[src/rtl/vctcxo_dac_ramp.sv]
// vctcxo_dac_ramp
//   Slew-limited code generator feeding the LTC2630 SPI DAC driver. A target
//   code is accepted over valid/ready and dac_data walks toward it in steps of
//   at most STEP_MAX, one update every INTERVAL cycles, so the VCTCXO tuning
//   voltage never jumps and each code change maps to one SPI frame.
//
// Ports:
//   clk          : single rising-edge clock
//   rst_n        : synchronous active-low reset
//   target_valid : target is valid this cycle
//   target[15:0] : requested DAC code
//   target_ready : target can be accepted (low only during the STEP cycle)
//   dac_data     : registered code to the SPI driver data input
//   busy         : high whenever not IDLE
//   done         : one-cycle pulse when dac_data reaches the latched target
module vctcxo_dac_ramp #(
   parameter logic [15:0] STEP_MAX  = 16'd64,
   parameter int          INTERVAL  = 2000,
   parameter logic [15:0] INIT_CODE = 16'h8000
) (
   input  logic        clk,
   input  logic        rst_n,
   input  logic        target_valid,
   input  logic [15:0] target,
   output logic        target_ready,
   output logic [15:0] dac_data,
   output logic        busy,
   output logic        done
);

   localparam int CNT_W = (INTERVAL > 2) ? $clog2(INTERVAL) : 1;
   localparam logic [CNT_W-1:0] CNT_LOAD = CNT_W'(INTERVAL - 2);

   typedef enum logic [1:0] {S_IDLE, S_STEP, S_WAIT} state_t;

   state_t             state_q, state_d;
   logic [CNT_W-1:0]   cnt_q, cnt_d;
   logic [15:0]        tgt_q, tgt_d;
   logic [15:0]        dac_q, dac_d;
   logic               done_q, done_d;
   logic               ready_q, ready_d;
   logic               busy_q, busy_d;

   logic               accept;
   logic signed [16:0] diff;
   logic [16:0]        mag;

   assign accept = target_valid && ready_q;

   // Both operands are zero-extended, so the 17-bit result carries the sign
   // of (tgt - dac) and its magnitude never exceeds 65535.
   assign diff = $signed({1'b0, tgt_q}) - $signed({1'b0, dac_q});
   assign mag  = diff[16] ? 17'(-diff) : 17'(diff);

   always_comb begin
      state_d = state_q;
      cnt_d   = cnt_q;
      tgt_d   = tgt_q;
      dac_d   = dac_q;
      done_d  = 1'b0;
      case (state_q)
         S_IDLE: begin
            if (accept) begin
               tgt_d = target;
               if (target == dac_q) done_d  = 1'b1;
               else                 state_d = S_STEP;
            end
         end
         S_STEP: begin
            // A full step is only taken when |diff| > STEP_MAX, so the
            // 16-bit add/subtract below cannot wrap past a rail.
            if (mag <= {1'b0, STEP_MAX}) begin
               dac_d   = tgt_q;
               done_d  = 1'b1;
               state_d = S_IDLE;
            end else begin
               dac_d   = diff[16] ? (dac_q - STEP_MAX) : (dac_q + STEP_MAX);
               cnt_d   = CNT_LOAD;
               state_d = S_WAIT;
            end
         end
         S_WAIT: begin
            // Retarget only moves tgt; cadence and current code are kept.
            if (accept) tgt_d = target;
            if (cnt_q == '0) state_d = S_STEP;
            else             cnt_d   = cnt_q - 1'b1;
         end
         default: state_d = S_IDLE;
      endcase
      ready_d = (state_d != S_STEP);
      busy_d  = (state_d != S_IDLE);
   end

   always_ff @(posedge clk) begin
      if (!rst_n) begin
         state_q <= S_IDLE;
         cnt_q   <= '0;
         tgt_q   <= INIT_CODE;
         dac_q   <= INIT_CODE;
         done_q  <= 1'b0;
         ready_q <= 1'b1;
         busy_q  <= 1'b0;
      end else begin
         state_q <= state_d;
         cnt_q   <= cnt_d;
         tgt_q   <= tgt_d;
         dac_q   <= dac_d;
         done_q  <= done_d;
         ready_q <= ready_d;
         busy_q  <= busy_d;
      end
   end

   assign target_ready = ready_q;
   assign dac_data     = dac_q;
   assign busy         = busy_q;
   assign done         = done_q;

endmodule

[config.mk]
export PLATFORM = sky130hd
export DESIGN_NAME = vctcxo_dac_ramp
export DESIGN_NICKNAME = d
export VERILOG_FILES = /design/src/rtl/vctcxo_dac_ramp.sv
export SDC_FILE = /design/constraint.sdc
export NUM_CORES = 1
export LEC_CHECK = 0
export BUFFER_PORTS_ARGS = -buffer_cell sky130_fd_sc_hd__buf_2
export CAP_MARGIN = 10
export CELL_PAD_IN_SITES_DETAIL_PLACEMENT = 1
export CELL_PAD_IN_SITES_GLOBAL_PLACEMENT = 1
export CORE_MARGIN = 2
export CORE_UTILIZATION = 30
export DETAILED_ROUTE_END_ITERATION = 8
export PLACE_DENSITY = 0.62
export RECOVER_POWER = 50
export SETUP_SLACK_MARGIN = 0.02
export SLEW_MARGIN = 0
export SYNTH_ARGS = -nofsm -noshare
export SYNTH_HDL_FRONTEND = slang
export SYNTH_SLANG_ARGS = --single-unit
export TNS_END_PERCENT = 30
[constraint.sdc]
create_clock -name clk -period 10.5 [get_ports clk]
set_input_delay 2.1 -clock clk [delete_from_list [all_inputs] [get_ports clk]]
set_output_delay 2.1 -clock clk [all_outputs]
set_load 0.02 [all_outputs]
==> impl_metrics.env, run 1 <==
export IMPL_start_kind="flip-flop"
export IMPL_synthesis_instances=510
export IMPL_holdWs_ps=480
export IMPL_cts_resized=0
export IMPL_antenna_violating_nets_post_route=0
export IMPL_holdPathEnd="tgt_q[0]"
export IMPL_critical_path_max_stage_delay_ps=460
export IMPL_final_instance_count_excl_fill=705
export IMPL_root_buffer="clkbuf_16"
export IMPL_path_cells="ha_1, inv_1, fa_1, a211oi_1, nor3_1, o21bai_1, nand2b_1, a311o_1, inv_1, ha_1, a21o_1, a21oi_1, o21bai_1, a21oi_1, o21bai_1, a21oi_1, o21ai_0, xnor2_1, or3_1, a21boi_0, a311oi_1"
export IMPL_final_hold_violation_count=0
export IMPL_worst_min_delay_path_class="reg2reg"
export IMPL_post_synth_and_or_nand_nor_area_fraction_pct=23.6
export IMPL_clock_latency_ps=300
export IMPL_synth_async_sr_flop_share_pct=0
export IMPL_synth_top_cell_area_share_pct=24.5
export IMPL_rrSetupSlack_ps=5160
export IMPL_post_route_cells_drive_above_1_share_pct=8.26
export IMPL_die_area_um2=14000
export IMPL_synthXorXnorAreaFrac_pct=8.26
export IMPL_detail_route_drc_violations=0
export IMPL_worst_hold_startpoint="tgt_q[0]"
export IMPL_cts_tree="yes"
export IMPL_floorplan_core_area_um2=12700
export IMPL_final_max_slew_violation_count=0
export IMPL_iter_0_drt_violations=150
export IMPL_core_rowCount=41
export IMPL_syn_avg_cell_area_um2=7.69
export IMPL_flow_area_growth_from_synthesis_pct=11.0
export IMPL_die_x_um=118
export IMPL_post_synth_mux_area_share_pct=2.61
export IMPL_grt_pass1_wl_um=20800
export IMPL_outcome="finished clean"
export IMPL_synth_cell_type_count=66
export IMPL_tritoncts_buffers=5
export IMPL_initial_utilization_pct=31.0
export IMPL_number_of_global_route_vias_before_repair=3883
export IMPL_post_drt_wl_per_cell_um=18.3
export IMPL_synth_ff_latch_count=48
export IMPL_syn_area_um2=3920
export IMPL_numPortBuffers=37
export IMPL_synth_edff_count=0
export IMPL_postSynth_topFlopCell="dfxtp_1"
export IMPL_yosysWarnings=0
export IMPL_globalRouteOverflowTotal=0
export IMPL_hold_path_cell_count=2
export IMPL_post_route_period_util_pct=50.9
export IMPL_detailedRoute_firstPassIterationCount=5
export IMPL_avgViaCountPerCell=5.48
export IMPL_main_area_contributors_after_synthesis="dfxtp_1 (24%), ha_1 (8.0%), a21oi_1 (7.5%), xnor2_1 (6.7%), nand2_1 (5.7%)"
export IMPL_max_clock_freq_mhz=187
export IMPL_crit_path_max_fanout=13
export IMPL_critical_path_class="reg2reg"
export IMPL_yosysSeqAreaShare_pct=24.5
export IMPL_critPathCaptureType="flip-flop"
export IMPL_clockBufferDepth=2
export IMPL_gp_routability_congestion=0.818
export IMPL_synth_fp_nets=556
export IMPL_timing_worst_slew_pin_value_ps=1170
export IMPL_cts_max_level=2
export IMPL_synth_area_in_compound_gates_pct=26.1
export IMPL_maxCapViolations=0
export IMPL_min_period_ps=5340
export IMPL_insertedDiodeCount=0
export IMPL_rsz0062_at_grt="no"
export IMPL_detail_route_wirelength_um=12900
export IMPL_synth_top_family_by_area="compound AO/OA/AOI/OAI gates"
export IMPL_die_height_um=118
export IMPL_place_detailed_instances=697
export IMPL_timing_rr_start="dac_data[0]"
export IMPL_slew_headroom_pct=21.8
export IMPL_clock_skew_final_ps=6.01
export IMPL_routed_via_count=3861
export IMPL_finalSetupViolations=0
export IMPL_timing_critical_path_slowest_stage_cell="a311o_1"
export IMPL_yosys_area_share_adder_pct=8.99
export IMPL_power_density_nw_per_um2=249
export IMPL_clk_transition_reported_paths_ps=70
export IMPL_final_net_count=578
export IMPL_grt_antenna_before_repair=0
export IMPL_cts_repair_timing_setup_buffer_count=0
export IMPL_lkg_pwr_nw=1.73
export IMPL_grt_max_degree=38
export IMPL_crit_arrival_ps=5510
export IMPL_peakVddDrop_v=0.0000983
export IMPL_gr_usage_all_layers_pct=18.2
export IMPL_timing_rr_end="dac_data[15]"
export IMPL_place_detailed_hpwl_um=9860
export IMPL_setup_total_negative_slack_ps=0
export IMPL_critical_path_required_ps=10670
export IMPL_synthDominantAreaCellType="dfxtp_1"
export IMPL_num_fill_cells=1586
export IMPL_io_pin_count=38
export IMPL_cts_num_sinks=48
export IMPL_rr_worst_depth=21
export IMPL_cts_hold_buffers_added=0
==> per-layer routing <==
layer,global-route usage [%],vias up,share of wire (%)
met4,5.72,0,2.0
met3,2.22,16,2.5
met2,30.2,47,46
met5,0,-,0
li1,-,1903,-
met1,24.6,1895,49
==> state kept, by name, indices dropped and copies added (netlist names) <==
signal and flops:
state_q 2, busy 1, done 1, cnt_q 11, dac_data 16, tgt_q 16
target_ready 1
==> worst max-delay path: cells and delay by family, from the launching register on <==
kind	cells	cell delay (ps)
adders and majority gates	3	960
AOI/OAI and AO/OA	12	2600
xor gates and xnor gates	1	150
and+or+nand+nor	3	570
buffers and inverters	2	510
DFF	1	410
==> report_power, final <==
group | leakage [nW] | internal (mW) | switching (mW)
Clock | 0.0772 | 0.0955 | 0.0761
Combinational | 1.26 | 0.261 | 0.415
Sequential | 0.393 | 0.207 | 0.0316
==> kinds of logic (layout without fill, tap and decap cells) <==
family | Yosys count | in the layout
adder cells (fa/ha/maj) | 27 | 27
flip-flops | 48 | 48
AO/OA/AOI/OAI | 159 | 159
buffers and inverters | 55 | 78
AND/OR/NAND/NOR | 174 | 174
XOR/XNOR | 37 | 37
multiplexers | 10 | 10
==> final cells by class <==
class                   instances  area, um2  area share [%]
repair buffers                 39        179            4.11
multi-input cells             407       2730            62.7
flip-flops and latches         48        961            22.1
well taps                     172        215            4.94
clock inverters                 2       13.8           0.316
clock buffers                   6        139            3.19
inverters                      31        116            2.67
==> Yosys cell counts, types with 3 or more instances <==
cell type / n
a211oi_1: 8
nand3_1: 15
nor2b_1: 6
a21o_1: 5
inv_1: 30
or3_1: 8
xor2_1: 7
a31oi_1: 5
nor4_1: 6
nand2b_1: 3
and4_1: 5
clkbuf_1: 19
nand4_1: 7
o21a_1: 4
and2_1: 5
or2_2: 3
dfxtp_1: 48
o211ai_1: 7
nand2_1: 60
a211o_1: 4
o21ai_0: 24
nor3_1: 13
o21bai_1: 8
o21ai_1: 7
o31ai_1: 5
and3_1: 7
xnor2_1: 30
ha_1: 25
buf_6: 3
mux2i_1: 8
nor2_1: 18
a21oi_1: 59
or4_1: 3
nor3b_1: 3
==> metrics by stage <==
step	setup WS (ps)	power, mW	instance area (um2)	util, %
floorplan	5840	0.748	3920	-
global placement	5470	0.889	4220	33.3
detailed placement	5200	0.909	4220	33.3
CTS	5160	1.09	4380	34.5
global route	4720	1.17	4360	34.4
finish	5160	1.09	4360	34.4
==> cells in the final DEF, fill, tap and decap left out, types with 4 or more instances in the layout <==
cell,count
o21ai_0,24
a31oi_1,5
a211o_1,4
xor2_1,7
o21a_1,4
nand2_1,60
nand3_1,15
o211ai_1,7
and3_1,7
nor2b_1,6
clkbuf_16,5
buf_2,20
ha_1,25
inv_1,30
xnor2_1,30
o21ai_1,7
o21bai_1,8
nor3_1,13
o31ai_1,5
nor2_1,18
mux2i_1,8
or3_1,8
and2_1,5
a21o_1,5
clkbuf_1,17
nand4_1,7
nor4_1,6
a21oi_1,59
dfxtp_1,48
and4_1,5
a211oi_1,8
==> worst max path at each step <==
| stage | startpoint | end | slack, ps | depth (start not counted) |
|---|---|---|---|---|
| global route | dac_data[0] | dac_data[15] | 4720 | 21 |
| CTS | dac_data[0] | dac_data[15] | 5160 | 21 |
| global placement | dac_data[0] | dac_data[15] | 5470 | 21 |
| floorplan | dac_data[0] | dac_data[15] | 5840 | 22 |
| finish | dac_data[0] | dac_data[15] | 5160 | 21 |
| detailed placement | dac_data[0] | dac_data[15] | 5200 | 21 |
Power figures use the tool's default switching activity.
==> inputs of run 2 (changes only) <==
clock period = 5.4 ns   (was 10.5 ns; I/O delays follow)
==> run 2 against run 1 <==
Sequential share of layout area is essentially flat. First-iteration DRC count increased by 4.0%. Critical path type unchanged. Hold slack better by 0.85 ps. Clock power rose by 80%. Sequential cell count stayed put. Register-to-register slack worse by 4700 ps. Die area stayed put.
==> impl_metrics.env, run 2 (synthesis gave the netlist of run 1 again) <==
export IMPL_share_clk_of_total_power_pct=14.8
export IMPL_finalCoreUtilization_pct=34.4
export IMPL_timing_critical_path_slowest_stage_cell="a311o_1"
export IMPL_gr_usage_all_layers_pct=18.1
export IMPL_met2_usage_pct=31.8
export IMPL_cts_tree="yes"
export IMPL_rrSetupSlack_ps=500
export IMPL_worstSetupStartpoint="dac_data[0]"
export IMPL_clock_latency_ps=290
export IMPL_rsz0062_at_grt="no"
export IMPL_p_int_mw=1.09
export IMPL_power_sequential_fraction_pct=22.0
export IMPL_antenna_violating_nets_post_route=0
export IMPL_clk_transition_reported_paths_ps=70
export IMPL_final_cell_mix="nand2_1 (60), a21oi_1 (59), dfxtp_1 (48), inv_1 (30), xnor2_1 (30)"
export IMPL_post_route_period_util_pct=90.8
export IMPL_timing_rr_start="dac_data[0]"
export IMPL_core_rowCount=41
export IMPL_fin_ws_ps=498
export IMPL_start_kind="flip-flop"
export IMPL_final_net_count=579
export IMPL_outcome="finished clean"
export IMPL_die_x_um=118
export IMPL_cts_resized=0
export IMPL_top_usage_layer="met2"
export IMPL_initial_utilization_pct=31.0
export IMPL_io_pin_count=38
export IMPL_path_cells="ha_1, inv_1, fa_1, a211oi_2, nor3_1, o21bai_1, nand2b_1, a311o_1, inv_1, buf_4, ha_1, a21oi_1, o21bai_1, a21oi_1, o21bai_1, a21oi_1, o21ai_0, xnor2_1, or3_1, a21boi_0, a311oi_1"
export IMPL_cts_hold_buffers_added=0
export IMPL_share_comb_of_total_power_pct=63.1
export IMPL_floorplan_core_area_um2=12700
export IMPL_power_switching_mw=0.990
export IMPL_critical_path_n_buffers_inverters=3
export IMPL_maxCapViolations=0
export IMPL_critical_path_required_ps=5550
export IMPL_holdWs_ps=480
export IMPL_power_density_nw_per_um2=478
export IMPL_lkg_pwr_nw=1.73
export IMPL_number_of_global_route_vias_before_repair=3864
export IMPL_clock_skew_final_ps=5.11
export IMPL_crit_arrival_ps=5050
export IMPL_worst_min_delay_path_class="reg2reg"
export IMPL_slew_headroom_pct=14.5
export IMPL_peakVddDrop_v=0.000209
export IMPL_detail_route_wirelength_um=12500
export IMPL_layout_cells_most_common="nand2_1"
export IMPL_iter_0_drt_violations=156
export IMPL_max_clock_freq_mhz=204
export IMPL_die_height_um=118
export IMPL_grt_pass1_wl_um=20500
export IMPL_worst_path_dominant_cell_family="compound AO/OA/AOI/OAI gates"
export IMPL_detail_route_drc_violations=0
export IMPL_setup_total_negative_slack_ps=0
export IMPL_routed_via_count=3779
export IMPL_flow_area_growth_from_synthesis_pct=11.0
export IMPL_critPathCaptureType="flip-flop"
export IMPL_root_buffer="clkbuf_16"
export IMPL_avgViaCountPerCell=5.35
export IMPL_grt_met1_usage_pct=23.6
export IMPL_numPortBuffers=37
export IMPL_finalSetupViolations=0
export IMPL_met3_usage_pct=2.03
export IMPL_final_hold_violation_count=0
export IMPL_critical_path_max_stage_delay_ps=470
export IMPL_grt_antenna_before_repair=1
export IMPL_critical_path_class="reg2reg"
export IMPL_final_max_slew_violation_count=0
export IMPL_place_detailed_instances=698
export IMPL_cts_num_sinks=48
export IMPL_grt_max_degree=38
export IMPL_gp_routability_congestion=0.836
export IMPL_tritoncts_buffers=5
export IMPL_timing_worst_slew_pin_value_ps=1280
export IMPL_insertedDiodeCount=0
export IMPL_min_period_ps=4900
export IMPL_worst_hold_startpoint="tgt_q[6]"
export IMPL_clockBufferDepth=2
export IMPL_crit_path_max_fanout=12
export IMPL_place_detailed_hpwl_um=9810
export IMPL_detailedRoute_firstPassIterationCount=4
export IMPL_power_switching_share_pct=47.5
export IMPL_cts_repair_timing_setup_buffer_count=0
export IMPL_post_drt_wl_per_cell_um=17.7
export IMPL_post_route_cells_drive_above_1_share_pct=8.24
export IMPL_dp_worst_setup_slack_ps=409
export IMPL_final_instance_count_excl_fill=706
export IMPL_die_area_um2=14000
export IMPL_cts_max_level=2
export IMPL_globalRouteOverflowTotal=0
[run 2: cell count changes in the layout (fill, tap and decap cells not counted)]
cell	before	now
clkbuf_1	17	19
a211oi_2	0	1
clkbuf_8	1	0
clkinv_2	1	0
clkinv_4	0	1
inv_6	1	0
a211oi_1	8	7
buf_4	2	3
[run 2: final timing paths]
kind	to	cells after the start
max	dac_data[15]	21
min	tgt_q[6]	2
min reg2reg	tgt_q[6]	2
max reg2reg	dac_data[15]	21
[run 2: through the flow]
stage	power (mW)	area, um2
after floorplan	1.46	3920
final	2.08	4360
after global placement	1.74	4230
after global routing	2.28	4360
after detailed placement	1.77	4230
after CTS	2.10	4370
[run 2: area by class of cell]
cell class | instances | area [um2]
clock buffer | 7 | 133
clock inverter | 1 | 8.76
fill | 1600 | 8310
inverter | 31 | 116
multi-input combinational | 407 | 2740
sequential | 48 | 961
tap | 172 | 215
timing repair buffer | 40 | 186
[run 2: layer usage]
layer	vias to the layer above	part of all wire (%)
met5	-	0.13
met4	2	1.3
met3	11	2.3
met2	42	49
met1	1827	47
li1	1897	-
[run 2: worst reg2reg max path: cells and delay by family, from the launching register on]
family | cells | cell delay, ps
AOI/OAI and AO/OA | 11 | 2300
adders and majority gates | 3 | 930
and+or+nand+nor | 3 | 560
DFF | 1 | 400
buffers and inverters | 3 | 400
xor gates and xnor gates | 1 | 160
[run 2: power by group through the flow]
stage                     clock [mW]  sequential [mW]  combinational, mW
after floorplan                    0            0.471              0.984
after detailed placement           0            0.467               1.31
final                          0.309            0.459               1.32
after CTS                      0.319            0.459               1.32
after global routing           0.335            0.467               1.48
after global placement             0            0.465               1.27
==> inputs of run 3 (changes only) <==
CORE_UTILIZATION = 45   (was 30)
PLACE_DENSITY = 0.85   (was 0.62)
RECOVER_POWER = unset   (was 50)
REMOVE_ABC_BUFFERS = 1   (was unset)
==> run 3 against run 2 <==
Clock skew grew 5.0 ps. Final area shrank 2.2%. Utilization grew 15 points. Clock power shrank 21%. Global-route usage grew 8.4 points. Critical path type unchanged. First-iteration DRC count grew 1.9%. Final cell count shrank 8.9%. Register-to-register slack lost 130 ps. Sequential share of layout area grew 0.50 points.
==> impl_metrics.env, run 3 (synthesis gave the netlist of run 1 again) <==
export IMPL_outcome="finished clean"
export IMPL_cts_num_sinks=48
export IMPL_cts_tree="yes"
export IMPL_cts_max_level=2
export IMPL_gr_usage_all_layers_pct=26.4
export IMPL_dp_worst_setup_slack_ps=311
export IMPL_routed_wl_met3_um=453
export IMPL_power_density_nw_per_um2=478
export IMPL_root_buffer="clkbuf_8"
export IMPL_clock_latency_ps=310
export IMPL_min_period_ps=5030
export IMPL_core_rowCount=34
export IMPL_final_instance_count_excl_fill=643
export IMPL_flow_area_growth_from_synthesis_pct=8.58
export IMPL_final_max_slew_violation_count=0
export IMPL_wl_met1_um=5520
export IMPL_final_cell_mix="nand2_1 (60), a21oi_1 (59), dfxtp_1 (48), buf_2 (37)"
export IMPL_fin_ws_ps=368
export IMPL_grt_antenna_before_repair=0
export IMPL_clk_transition_reported_paths_ps=100
export IMPL_share_clk_of_total_power_pct=12.0
export IMPL_critical_path_class="reg2reg"
export IMPL_floorplan_core_area_um2=8590
export IMPL_initial_utilization_pct=45.7
export IMPL_number_of_global_route_vias_before_repair=4142
export IMPL_timing_worst_slew_pin_value_ps=725
export IMPL_iter_0_drt_violations=159
export IMPL_io_pin_count=38
export IMPL_globalRouteOverflowTotal=0
export IMPL_post_route_period_util_pct=93.2
export IMPL_detail_route_wirelength_um=12500
export IMPL_num_fill_cells=1111
export IMPL_route_top_layer_used="met4"
export IMPL_clockBufferDepth=2
export IMPL_clock_skew_final_ps=10.1
export IMPL_tritoncts_buffers=5
export IMPL_finalCoreUtilization_pct=49.6
export IMPL_grt_max_degree=38
export IMPL_combined_area_of_the_multi_input_logic_cells_um2=2740
export IMPL_worst_min_delay_path_class="reg2reg"
export IMPL_post_drt_wl_per_cell_um=19.4
export IMPL_power_sequential_fraction_pct=22.6
export IMPL_die_height_um=97.4
export IMPL_post_route_cells_drive_above_1_share_pct=12.1
export IMPL_maxCapViolations=0
export IMPL_insertedDiodeCount=0
export IMPL_area_sequential_um2=961
export IMPL_setup_total_negative_slack_ps=0
export IMPL_layout_cells_most_common="nand2_1"
export IMPL_crit_arrival_ps=5210
export IMPL_place_detailed_hpwl_um=9650
export IMPL_share_comb_of_total_power_pct=65.4
export IMPL_peakVddDrop_v=0.000249
export IMPL_routed_via_count=3954
export IMPL_grt_pass1_wl_um=20600
export IMPL_max_clock_freq_mhz=199
export IMPL_lkg_pwr_nw=1.78
export IMPL_wl_met2_um=6230
export IMPL_power_switching_mw=1.00
export IMPL_die_x_um=97.4
export IMPL_p_int_mw=1.03
export IMPL_start_kind="flip-flop"
export IMPL_place_detailed_instances=635
export IMPL_critical_path_required_ps=5580
export IMPL_crit_path_max_fanout=12
export IMPL_critPathCaptureType="flip-flop"
export IMPL_rsz0062_at_grt="no"
export IMPL_die_area_um2=9480
export IMPL_detail_route_drc_violations=0
export IMPL_finalSetupViolations=0
export IMPL_detailedRoute_firstPassIterationCount=4
export IMPL_slew_headroom_pct=51.2
export IMPL_power_switching_share_pct=49.3
export IMPL_numPortBuffers=37
export IMPL_holdWs_ps=488
export IMPL_gp_routability_congestion=0.921
export IMPL_cts_hold_buffers_added=0
export IMPL_antenna_violating_nets_post_route=0
export IMPL_cts_repair_timing_setup_buffer_count=0
export IMPL_final_hold_violation_count=0
export IMPL_final_net_count=580
export IMPL_avgViaCountPerCell=6.15
## run 3: power by group through the flow
stage | clock (mW) | sequential, mW | combinational, mW
4_1_cts | 0.248 | 0.459 | 1.32
3_3_place_gp | 0 | 0.463 | 1.25
6_report | 0.244 | 0.459 | 1.33
3_5_place_dp | 0 | 0.467 | 1.30
5_1_grt | 0.264 | 0.468 | 1.47
2_1_floorplan | 0 | 0.472 | 0.965
## run 3: critical path, cell delays in order (launching register included)
cell and delay (ps):
dfxtp_1 430, inv_1 140, ha_1 420, and3_1 240, or3_1 390, o21bai_1 240
nand2b_1 90, a311o_1 460, inv_1 150, buf_4 210, ha_1 290, a21oi_1 240
o21bai_1 120, a21oi_1 250, o21bai_1 100, a21oi_1 240, o21ai_0 170, xnor2_1 170
or3_1 320, a21boi_0 160, a311oi_1 80
## run 3: worst paths after layout
check	from	to	slack, ps	depth (start not counted)
hold / removal	tgt_q[4]	tgt_q[4]	490	2
setup / recovery	dac_data[6]	dac_data[15]	370	20
setup reg to reg	dac_data[6]	dac_data[15]	370	20
hold reg to reg	tgt_q[4]	tgt_q[4]	490	2
## run 3: per-stage QoR
stage,cell area (um2),total power [mW]
floorplan,3810,1.44
global placement,4160,1.71
detailed placement,4160,1.77
CTS,4260,2.03
global route,4260,2.20
finish,4260,2.03
## run 3: what timing repair did
action / 4_1_cts / 5_1_grt
resized for setup: 0 / 1
setup endpoints to repair: 0 / 1
endpoints found under the hold margin: 0 / 0
## run 3: cell type report
| cell class | instances | share of cell area [%] |
|---|---|---|
| clock buffer | 6 | 1.94 |
| inverter | 31 | 2.73 |
| clock inverter | 2 | 0.323 |
| multi-input combinational | 407 | 64.2 |
| timing repair buffer | 41 | 5.05 |
| sequential | 48 | 22.6 |
| tap | 108 | 3.17 |
## run 3: per-layer routing
metal  GRT usage [%]  vias up
met4            7.16        0
met5               0        -
li1                -     1897
met1            33.4     1958
met2            47.0       76
met3            3.81       23
